==> config.mk <==
export PLATFORM = sky130hd
export DESIGN_NAME = zynq_dna_usr_data
export DESIGN_NICKNAME = d
export VERILOG_FILES = /design/src/rtl/zynq_dna_usr_data_pkg.sv /design/src/rtl/zynq_dna_reader.sv /design/src/rtl/zynq_dna_usr_data.sv
export SDC_FILE = /design/constraint.sdc
export NUM_CORES = 1
export LEC_CHECK = 0
export BUFFER_PORTS_ARGS = -buffer_cell sky130_fd_sc_hd__buf_2
export CAP_MARGIN = 30
export CORE_MARGIN = 2
export CORE_UTILIZATION = 35
export DETAILED_ROUTE_END_ITERATION = 10
export PLACE_DENSITY = 0.55
export SLEW_MARGIN = 30
export SYNTH_ARGS = -nofsm -noshare
export SYNTH_HDL_FRONTEND = slang
export SYNTH_HIERARCHICAL = 1
export SYNTH_SLANG_ARGS = --single-unit
export TNS_END_PERCENT = 20
==> constraint.sdc <==
create_clock -name APB_aclk -period 2.4 [get_ports APB_aclk]
set_clock_uncertainty 0.1 [all_clocks]
set_input_delay 0.12 -clock APB_aclk [delete_from_list [all_inputs] [get_ports APB_aclk]]
set_output_delay 0.12 -clock APB_aclk [all_outputs]
set_load 0.005 [all_outputs]
==> src/rtl/zynq_dna_usr_data_pkg.sv <==
// ============================================================================
// Module      : zynq_dna_usr_data_pkg
// Description : Shared constants, register word indices and capture FSM states
//               for the DNA / USR_ACCESS APB slave.
// Revision    : 1.0 - initial release
// ============================================================================
`default_nettype none

package zynq_dna_usr_data_pkg;

   localparam int unsigned DNA_W        = 57;
   localparam logic [15:0] STATUS_MAGIC = 16'h444E;

   // Word index = APB_paddr[4:2]
   localparam logic [2:0] REG_STATUS = 3'd0;
   localparam logic [2:0] REG_DNA_LO = 3'd1;
   localparam logic [2:0] REG_DNA_HI = 3'd2;
   localparam logic [2:0] REG_USR    = 3'd3;

   typedef enum logic [1:0] {
      ST_IDLE  = 2'd0,
      ST_LOAD  = 2'd1,
      ST_SHIFT = 2'd2,
      ST_DONE  = 2'd3
   } dna_state_t;

endpackage

`default_nettype wire

==> src/rtl/zynq_dna_reader.sv <==
// ============================================================================
// Module      : zynq_dna_reader
// Description : One-shot serial capture of the 57-bit device DNA after reset.
//               ZYNQ_PRIMITIVES_EN selects DNA_PORT, otherwise a behavioural
//               shift-register model stands in for it.
// Revision    : 1.0 - initial release
// ============================================================================
`default_nettype none

module zynq_dna_reader
   import zynq_dna_usr_data_pkg::*;
#(
   parameter int unsigned        DNA_CLK_HALF  = 2,
   parameter logic [DNA_W-1:0]   SIM_DNA_VALUE = 57'h1_2345_6789_ABCD_EF
) (
   input  logic               clk,
   input  logic               rst,
   output logic [DNA_W-1:0]   dna,
   output logic               dna_valid
);

   localparam int unsigned DIV_W = $clog2(DNA_CLK_HALF + 1);
   localparam logic [DIV_W-1:0] c_div_last = DIV_W'(DNA_CLK_HALF - 1);
   localparam logic [5:0]       c_bit_last = 6'(DNA_W - 1);

   dna_state_t        r_state;
   logic [DIV_W-1:0]  r_div;
   logic              r_dna_clk;
   logic [5:0]        r_bit;
   logic [DNA_W-1:0]  r_dna;
   logic              r_dna_valid;

   logic w_run;
   logic w_tick;
   logic w_rise;
   logic w_read;
   logic w_shift;
   logic w_dout;

   assign w_run   = (r_state == ST_LOAD) || (r_state == ST_SHIFT);
   assign w_tick  = w_run && (r_div == c_div_last);
   assign w_rise  = w_tick && !r_dna_clk;
   assign w_read  = (r_state == ST_LOAD);
   assign w_shift = (r_state == ST_SHIFT);

`ifdef ZYNQ_PRIMITIVES_EN
   DNA_PORT #(
      .SIM_DNA_VALUE (SIM_DNA_VALUE)
   ) u_dna_port (
      .DOUT  (w_dout),
      .CLK   (r_dna_clk),
      .DIN   (1'b0),
      .READ  (w_read),
      .SHIFT (w_shift)
   );
`else
   logic [DNA_W-1:0] r_model_sr;

   // Updates on the same aclk edge that raises dna_clk, so w_dout is still pre-shift.
   always_ff @(posedge clk) begin
      if (rst) begin
         r_model_sr <= '0;
      end else if (w_rise) begin
         if (w_read)
            r_model_sr <= SIM_DNA_VALUE;
         else if (w_shift)
            r_model_sr <= {r_model_sr[DNA_W-2:0], 1'b0};
      end
   end

   assign w_dout = r_model_sr[DNA_W-1];
`endif

   always_ff @(posedge clk) begin
      if (rst) begin
         r_state     <= ST_IDLE;
         r_div       <= '0;
         r_dna_clk   <= 1'b0;
         r_bit       <= '0;
         r_dna       <= '0;
         r_dna_valid <= 1'b0;
      end else begin
         if (w_run) begin
            if (w_tick) begin
               r_div     <= '0;
               r_dna_clk <= ~r_dna_clk;
            end else begin
               r_div <= r_div + 1'b1;
            end
         end

         case (r_state)
            ST_IDLE: begin
               r_state   <= ST_LOAD;
               r_div     <= '0;
               r_dna_clk <= 1'b0;
            end
            ST_LOAD: begin
               if (w_rise) begin
                  r_state <= ST_SHIFT;
                  r_bit   <= '0;
               end
            end
            ST_SHIFT: begin
               if (w_rise) begin
                  r_dna <= {r_dna[DNA_W-2:0], w_dout};
                  if (r_bit == c_bit_last) begin
                     r_state     <= ST_DONE;
                     r_dna_valid <= 1'b1;
                     r_dna_clk   <= 1'b0;
                     r_div       <= '0;
                  end else begin
                     r_bit <= r_bit + 1'b1;
                  end
               end
            end
            default: begin
               r_dna_clk <= 1'b0;
            end
         endcase
      end
   end

   assign dna       = r_dna;
   assign dna_valid = r_dna_valid;

endmodule

`default_nettype wire

==> src/rtl/zynq_dna_usr_data.sv <==
// ============================================================================
// Module      : zynq_dna_usr_data
// Description : APB3 slave returning device DNA, USR_ACCESS and a status word.
//               ZYNQ_PRIMITIVES_EN selects USR_ACCESSE2/DNA_PORT primitives.
// Revision    : 1.0 - initial release
// ============================================================================
`default_nettype none

module zynq_dna_usr_data
   import zynq_dna_usr_data_pkg::*;
#(
   parameter int unsigned       DNA_CLK_HALF   = 2,
   parameter logic [DNA_W-1:0]  SIM_DNA_VALUE  = 57'h1_2345_6789_ABCD_EF,
   parameter logic [31:0]       SIM_USR_ACCESS = 32'h5A5A_0001
) (
   input  logic        APB_aclk,
   input  logic        APB_areset,
   input  logic [31:0] APB_paddr,
   input  logic        APB_psel,
   input  logic        APB_penable,
   input  logic        APB_pwrite,
   input  logic [31:0] APB_pwdata,
   output logic [31:0] APB_prdata,
   output logic        APB_pready,
   output logic        APB_pslverr
);

   logic [DNA_W-1:0] w_dna;
   logic             w_dna_valid;
   logic [31:0]      w_usr;
   logic [31:0]      r_usr;
   logic [2:0]       w_idx;
   logic             w_access;
   logic             w_unused;

   zynq_dna_reader #(
      .DNA_CLK_HALF  (DNA_CLK_HALF),
      .SIM_DNA_VALUE (SIM_DNA_VALUE)
   ) u_reader (
      .clk       (APB_aclk),
      .rst       (APB_areset),
      .dna       (w_dna),
      .dna_valid (w_dna_valid)
   );

`ifdef ZYNQ_PRIMITIVES_EN
   USR_ACCESSE2 u_usr_access (
      .DATA (w_usr)
   );
`else
   assign w_usr = SIM_USR_ACCESS;
`endif

   always_ff @(posedge APB_aclk) begin
      if (APB_areset)
         r_usr <= '0;
      else
         r_usr <= w_usr;
   end

   assign w_idx    = APB_paddr[4:2];
   assign w_access = APB_psel && APB_penable && !APB_areset;
   assign w_unused = ^{APB_pwdata, APB_paddr[31:5], APB_paddr[1:0]};

   // DNA words hold the transfer (pready low) until capture has finished.
   always_comb begin
      APB_prdata  = '0;
      APB_pready  = 1'b0;
      APB_pslverr = 1'b0;
      if (w_access) begin
         if (APB_pwrite) begin
            APB_pready  = 1'b1;
            APB_pslverr = 1'b1;
         end else begin
            case (w_idx)
               REG_STATUS: begin
                  APB_pready = 1'b1;
                  APB_prdata = {STATUS_MAGIC, 15'b0, w_dna_valid};
               end
               REG_DNA_LO: begin
                  APB_pready = w_dna_valid;
                  if (w_dna_valid)
                     APB_prdata = w_dna[31:0];
               end
               REG_DNA_HI: begin
                  APB_pready = w_dna_valid;
                  if (w_dna_valid)
                     APB_prdata = {7'b0, w_dna[DNA_W-1:32]};
               end
               REG_USR: begin
                  APB_pready = 1'b1;
                  APB_prdata = r_usr;
               end
               default: begin
                  APB_pready  = 1'b1;
                  APB_pslverr = 1'b1;
               end
            endcase
         end
      end
   end

endmodule

`default_nettype wire

After elaboration in Yosys (flattened, before gate mapping)
Index checks and enable logic that the tools add are counted.
- register bits: 158
- input bits: 69
- word-level logic and storage cells: 72
- add/sub/neg operators: 2
- equality and inequality tests: 11
- mux-type cells: 32
- bitwise logic cells: 1
- reductions and logical operators: 18
- operators with widths (cell ; number):
    one-hot mux 32 bit (4 select lines) ; 1
    two-way mux 57 bit ; 2
    two-way mux 32 bit ; 3
    two-way mux 31 bit ; 1
    two-way mux 25 bit ; 1
    two-way mux 6 bit ; 3
    two-way mux 2 bit ; 7
    one-hot mux 6 bit (2 select lines) ; 1
    two-way mux 1 bit ; 10
    AND reduction 4 bit ; 2
    adder 6 x 1 -> 6 bit (second input constant) ; 1
    == test 3 x 2 -> 1 bit (second input constant) ; 2
    == test 6 bit (second input constant) ; 1
    one-hot mux 2 bit (3 select lines) ; 1
    == test 2 x 1 -> 1 bit (second input constant) ; 2
    logical AND 1 bit ; 4
    != test 2 x 1 -> 1 bit (second input constant) ; 2
    != test 2 bit (second input constant) ; 2
    one-hot mux 2 bit (2 select lines) ; 1
    AND reduction 2 bit ; 2
    OR reduction 4 bit ; 1
    == test 3 x 1 -> 1 bit (second input constant) ; 1
    logical NOT 3 bit ; 1
    AND reduction 3 bit ; 1
    other kinds (10) ; 11

Logic depth before layout (Yosys ltp)
- depth in word-level cells: 8
- mapped depth: 11
- depth with buffers taken out: 9

Cells and area by module
Netlist, hierarchy kept.
- by module, submodules not included (module ; instances ; cells each ; area an instance (µm²) ; seq. area each (µm²)):
    zynq_dna_reader ; 1 ; 579 ; 4709.5 ; 2522.4
    zynq_dna_usr_data ; 1 ; 98 ; 615.6 ; 20.0

Worst setup path before layout
OpenSTA, ideal clock, no wires.
- path type: register to register
- start point: reg u_reader.r_state[0]
- end point: reg u_reader.r_bit[2]
- library setup time: 0.070 ns
- data arrival time: 2.013 ns
- required time: 2.230 ns
- path slack: 0.217 ns
- cell stages (with the launch flop): 11
- buffers on the path: 1
- cells stage by stage: dfxtp_1 inv_1 ha_1 buf_2 nand2_1 nor2_1 ha_1 o21bai_2 o311ai_2 or3_1 a21oi_1
- word-level cells in the longest chain between the ends: 6
- ends and longest elaborated chain (item ; line ; RTL):
    start: declaration ; zynq_dna_reader.sv:26 ; dna_state_t r_state;
    start signal: assignment ; zynq_dna_reader.sv:76 ; r_state <= ST_IDLE;
    start signal: assignment ; zynq_dna_reader.sv:94 ; r_state <= ST_LOAD;
    start signal: assignment ; zynq_dna_reader.sv:100 ; r_state <= ST_SHIFT;
    == test 2 x 1 -> 1 bit or == test 2 bit (tied branches) ; zynq_dna_reader.sv:40, zynq_dna_reader.sv:92 ;
    logical OR 1 bit ; zynq_dna_reader.sv:40 ; assign w_run = (r_state == ST_LOAD) || (r_state == ST_SHIFT);
    logical AND 1 bit ; zynq_dna_reader.sv:41 ; assign w_tick = w_run && (r_div == c_div_last);
    logical AND 1 bit ; zynq_dna_reader.sv:42 ; assign w_rise = w_tick && !r_dna_clk;
    != test 2 x 1 -> 1 bit (no line) ; - ;
    AND reduction 4 bit (no line) ; - ;
    end signal: assignment ; zynq_dna_reader.sv:113 ; r_bit <= r_bit + 1'b1;
    end: declaration ; zynq_dna_reader.sv:29 ; logic [5:0] r_bit;
Several ways; a longest one is shown, not always the timed one.
A chain may end at the register's enable or synchronous reset.

Worst setup path after layout
- start point: reg u_reader.r_state[0]
- end point: reg u_reader.r_dna[25], in the netlist u_reader/dna[25]
- word-level cells in the longest chain between the ends: 5
- ends and longest elaborated chain (item ; line ; RTL):
    == test 2 x 1 -> 1 bit or == test 2 bit (tied branches) ; zynq_dna_reader.sv:40, zynq_dna_reader.sv:92 ;
    logical OR 1 bit ; zynq_dna_reader.sv:40 ;
    logical AND 1 bit ; zynq_dna_reader.sv:41 ;
    logical AND 1 bit ; zynq_dna_reader.sv:42 ;
    AND reduction 2 bit (no line) * ; - ;
    end signal: assignment ; zynq_dna_reader.sv:106 ; r_dna <= {r_dna[DNA_W-2:0], w_dout};
    end: declaration ; zynq_dna_reader.sv:30 ; logic [DNA_W-1:0] r_dna;
Mark *: on every way between the ends. The rest lies on a longest branch, timed or not.

==> impl_metrics.tcl <==
set metrics [dict create \
    vias 4580 \
    row_count 45 \
    maxSlewViolCount 0 \
    finalCritPeriodShare_pct 91.6 \
    synthCells 677 \
    seqPwrFrac_pct 40.2 \
    clock_latency_ps 400 \
    cts_root_buffer "clkbuf_16" \
    arrival_ps 2420 \
    grt_usage_pct 14.6 \
    setup_viol 0 \
    ys_seq_area_share_pct 47.7 \
    relSlewSlack_pct 52.6 \
    grt_pass1_wl_um 19400 \
    nets 770 \
    post_route_cells_drive_above_1_share_pct 13.6 \
    ir_drop_mv 0.540 \
    fp.dieArea_sq_um 16200 \
    cts_tree "yes" \
    cp-end-kind "register" \
    place_area_sq_um 5640 \
    path_common_cell "nand2_1" \
    first_pass_iters 4 \
    design_area_sq_um 6260 \
    core_area_sq_um 15000 \
    period_needed_ps 2200 \
    wl_per_cell_um 12.8 \
    place.port_buffers 41 \
    ys_types 45 \
    power_switching_mw 1.42 \
    synth_top_cell_area_share_pct 47.7 \
    area_growth_pct 17.5 \
    yosysWarnings 6 \
    power_density_nw_per_um2 890 \
    pre_cts_ws_ps 119 \
    cp_cell_sequence "inv_1, ha_1, nand2_1, nor2_1, ha_2, and2_2, buf_12, nand2_1, a21oi_1" \
    ant_nets 0 \
    cts_buffers 17 \
    p_comb_share_pct 13.0 \
    grt_pass1_vias 4150 \
    dp_hpwl_um 6810 \
    timing.final.ws_setup_ps 203 \
    grt_antenna_before_repair 0 \
    post-route-drc-count 0 \
    wirelength_um 11500 \
    yosys.area.top_type "dfxtp_1" \
    critical_path_class "register to register" \
    cpPeakStageDelay_ps 400 \
    diodes 0 \
    clockBufferDepth 2 \
    required_ps 2630 \
    cts.sinks 127 \
    status "finished clean" \
    post_cts_buffers 0 \
    crit_slowest_cell "dfxtp_1" \
    fmax_mhz 455 \
    r2r_slack_ps 200 \
    hold_viol 0 \
    hp-class "input pin to register" \
    avgSynthCellArea_sq_um 7.87 \
    clkTransAtPathRegs_ps 60 \
    async_flop_share_pct 0 \
    crit_family "adder cells" \
    start_util_pct 35.4 \
    drt_iter0_drc 413 \
    final_util_pct 41.6 \
    netlist_area_sq_um 5330 \
    dominantRegCellSynth "dfxtp_1" \
    netSwitchingFraction_pct 25.6 \
    grt_max_degree 124 \
    crit_buf_inv 2 \
    gp_congestion 0.795 \
    intPower_mw 4.14 \
    htreeDepth 4 \
    vias_per_cell 5.12 \
    synthesis.nets 754 \
    tightest_slew_ps 710 \
    fin_setup_tns_ps 0 \
    synth.area.top_cells "dfxtp_1 48%, a21oi_1 9.1%, nand2_1 9.0%" \
    leakage_nw 2.30 \
    worst_setup_path_start_kind "register" \
    die_w_um 127 \
    drv_cap 0 \
    fp.dieH_um 127 \
    synth_edf_count 0 \
    io_pins 103 \
    overflow 0 \
    clkPwrFrac_pct 46.8 \
    critPathMaxFanout 58 \
    ys_ff_latch 127 \
    rsz0062_at_grt "false" \
]
through the flow:
step / hold slack (ps) / cells / total power [mW]
2_1_floorplan: 76.5 / 677 / 2.81
3_3_place_gp: 339 / 862 / 2.98
3_5_place_dp: 350 / 862 / 3.00
4_1_cts: 144 / 894 / 5.63
5_1_grt: 161 / 894 / 5.83
6_report: 177 / 894 / 5.57
power by group through the flow:
stage	sequential [mW]	combinational, mW	clock (mW)
6_report	2.24	0.721	2.60
5_1_grt	2.25	0.805	2.77
4_1_cts	2.24	0.722	2.66
3_5_place_dp	2.28	0.720	0
3_3_place_gp	2.28	0.702	0
2_1_floorplan	2.27	0.542	0
cell usage after synthesis (2+ instances only):
| cell | n |
|---|---|
| o21ai_0 | 4 |
| a211oi_1 | 3 |
| buf_4 | 4 |
| o2111ai_1 | 2 |
| nand4_1 | 2 |
| nand2b_1 | 6 |
| nor2_1 | 86 |
| dfxtp_1 | 127 |
| inv_1 | 9 |
| and3_1 | 26 |
| a21o_1 | 2 |
| nor3b_1 | 3 |
| o21a_1 | 2 |
| a21oi_1 | 97 |
| buf_6 | 3 |
| and2_1 | 5 |
| a31oi_1 | 2 |
| or3_1 | 3 |
| nor2b_1 | 3 |
| nor3_1 | 63 |
| a22oi_1 | 22 |
| buf_2 | 20 |
| ha_1 | 8 |
| nand2_1 | 128 |
| clkbuf_1 | 27 |
worst reg2reg max path, delay by kind of cell (launching register included):
family          cells  cell delay [ps]
buf+inv             2              350
flops               1              400
compound gates      1              140
simple gates        4              550
fa+ha+maj           2              580
logic make-up after synthesis:
group / share of synthesized area [%]
xor gates and xnor gates: 0.165
and+or+nand+nor: 28.4
adders and majority gates: 1.88
AOI/OAI and AO/OA: 16.0
DFF: 47.7
buffers and inverters: 5.78
cell usage in the layout, fill, tap and decap left out, types with 4 or more instances in the layout:
cell	Yosys	final
and3_1	26	26
a22oi_1	22	22
o21ai_0	4	4
and2_1	5	4
nor3_1	63	63
inv_1	9	9
buf_2	20	40
dfxtp_1	127	127
a21oi_1	97	97
ha_1	8	7
clkbuf_16	0	17
buf_4	4	8
buf_12	0	4
nand2_1	128	127
nand2b_1	6	6
nor2_1	86	86
metal layers:
metal,wire [um],global-route usage (%),share of wire [%],up-vias
li1,-,-,-,2328
met1,5540,18.4,48,2170
met2,5420,23.7,47,76
met3,422,3.85,3.7,6
met4,88,5.82,0.77,0
met5,0,0,0,-
flip-flops by register name, summed over array words and instances, names as in the netlist:
signal               flops
r_usr                    1
u_reader/dna            57
u_reader/dna_valid       1
u_reader/r_bit           6
u_reader/r_div           2
u_reader/r_dna_clk       1
u_reader/r_model_sr     57
u_reader/r_state         2
repair_timing:
item | in CTS | in global routing
endpoints found under the setup margin | 0 | 60
hold buffers | 0 | 0
gates resized for setup | 0 | 1
worst paths after layout:
check	startpoint	endpoint	depth (start not counted)
min	APB_areset	u_reader/r_model_sr[41]$_SDFFE_PP0P_	3
max	u_reader/r_state[0]$_SDFFE_PP0P_	u_reader/dna[25]$_SDFFE_PP0N_	9
min reg2reg	u_reader/r_model_sr[56]$_SDFFE_PP0P_	u_reader/dna[0]$_SDFFE_PP0N_	2
max reg2reg	u_reader/r_state[0]$_SDFFE_PP0P_	u_reader/dna[25]$_SDFFE_PP0N_	9
final cells by class:
| class | count | area [sq um] |
|---|---|---|
| Multi-Input combinational cell | 485 | 2490 |
| Tap cell | 188 | 235 |
| Sequential cell | 127 | 2540 |
| Clock inverter | 9 | 131 |
| Timing Repair Buffer | 52 | 340 |
| Inverter | 10 | 37.5 |
| Clock buffer | 23 | 478 |
| Fill cell | 1535 | 8780 |
(Power assumes the default switching activity.)
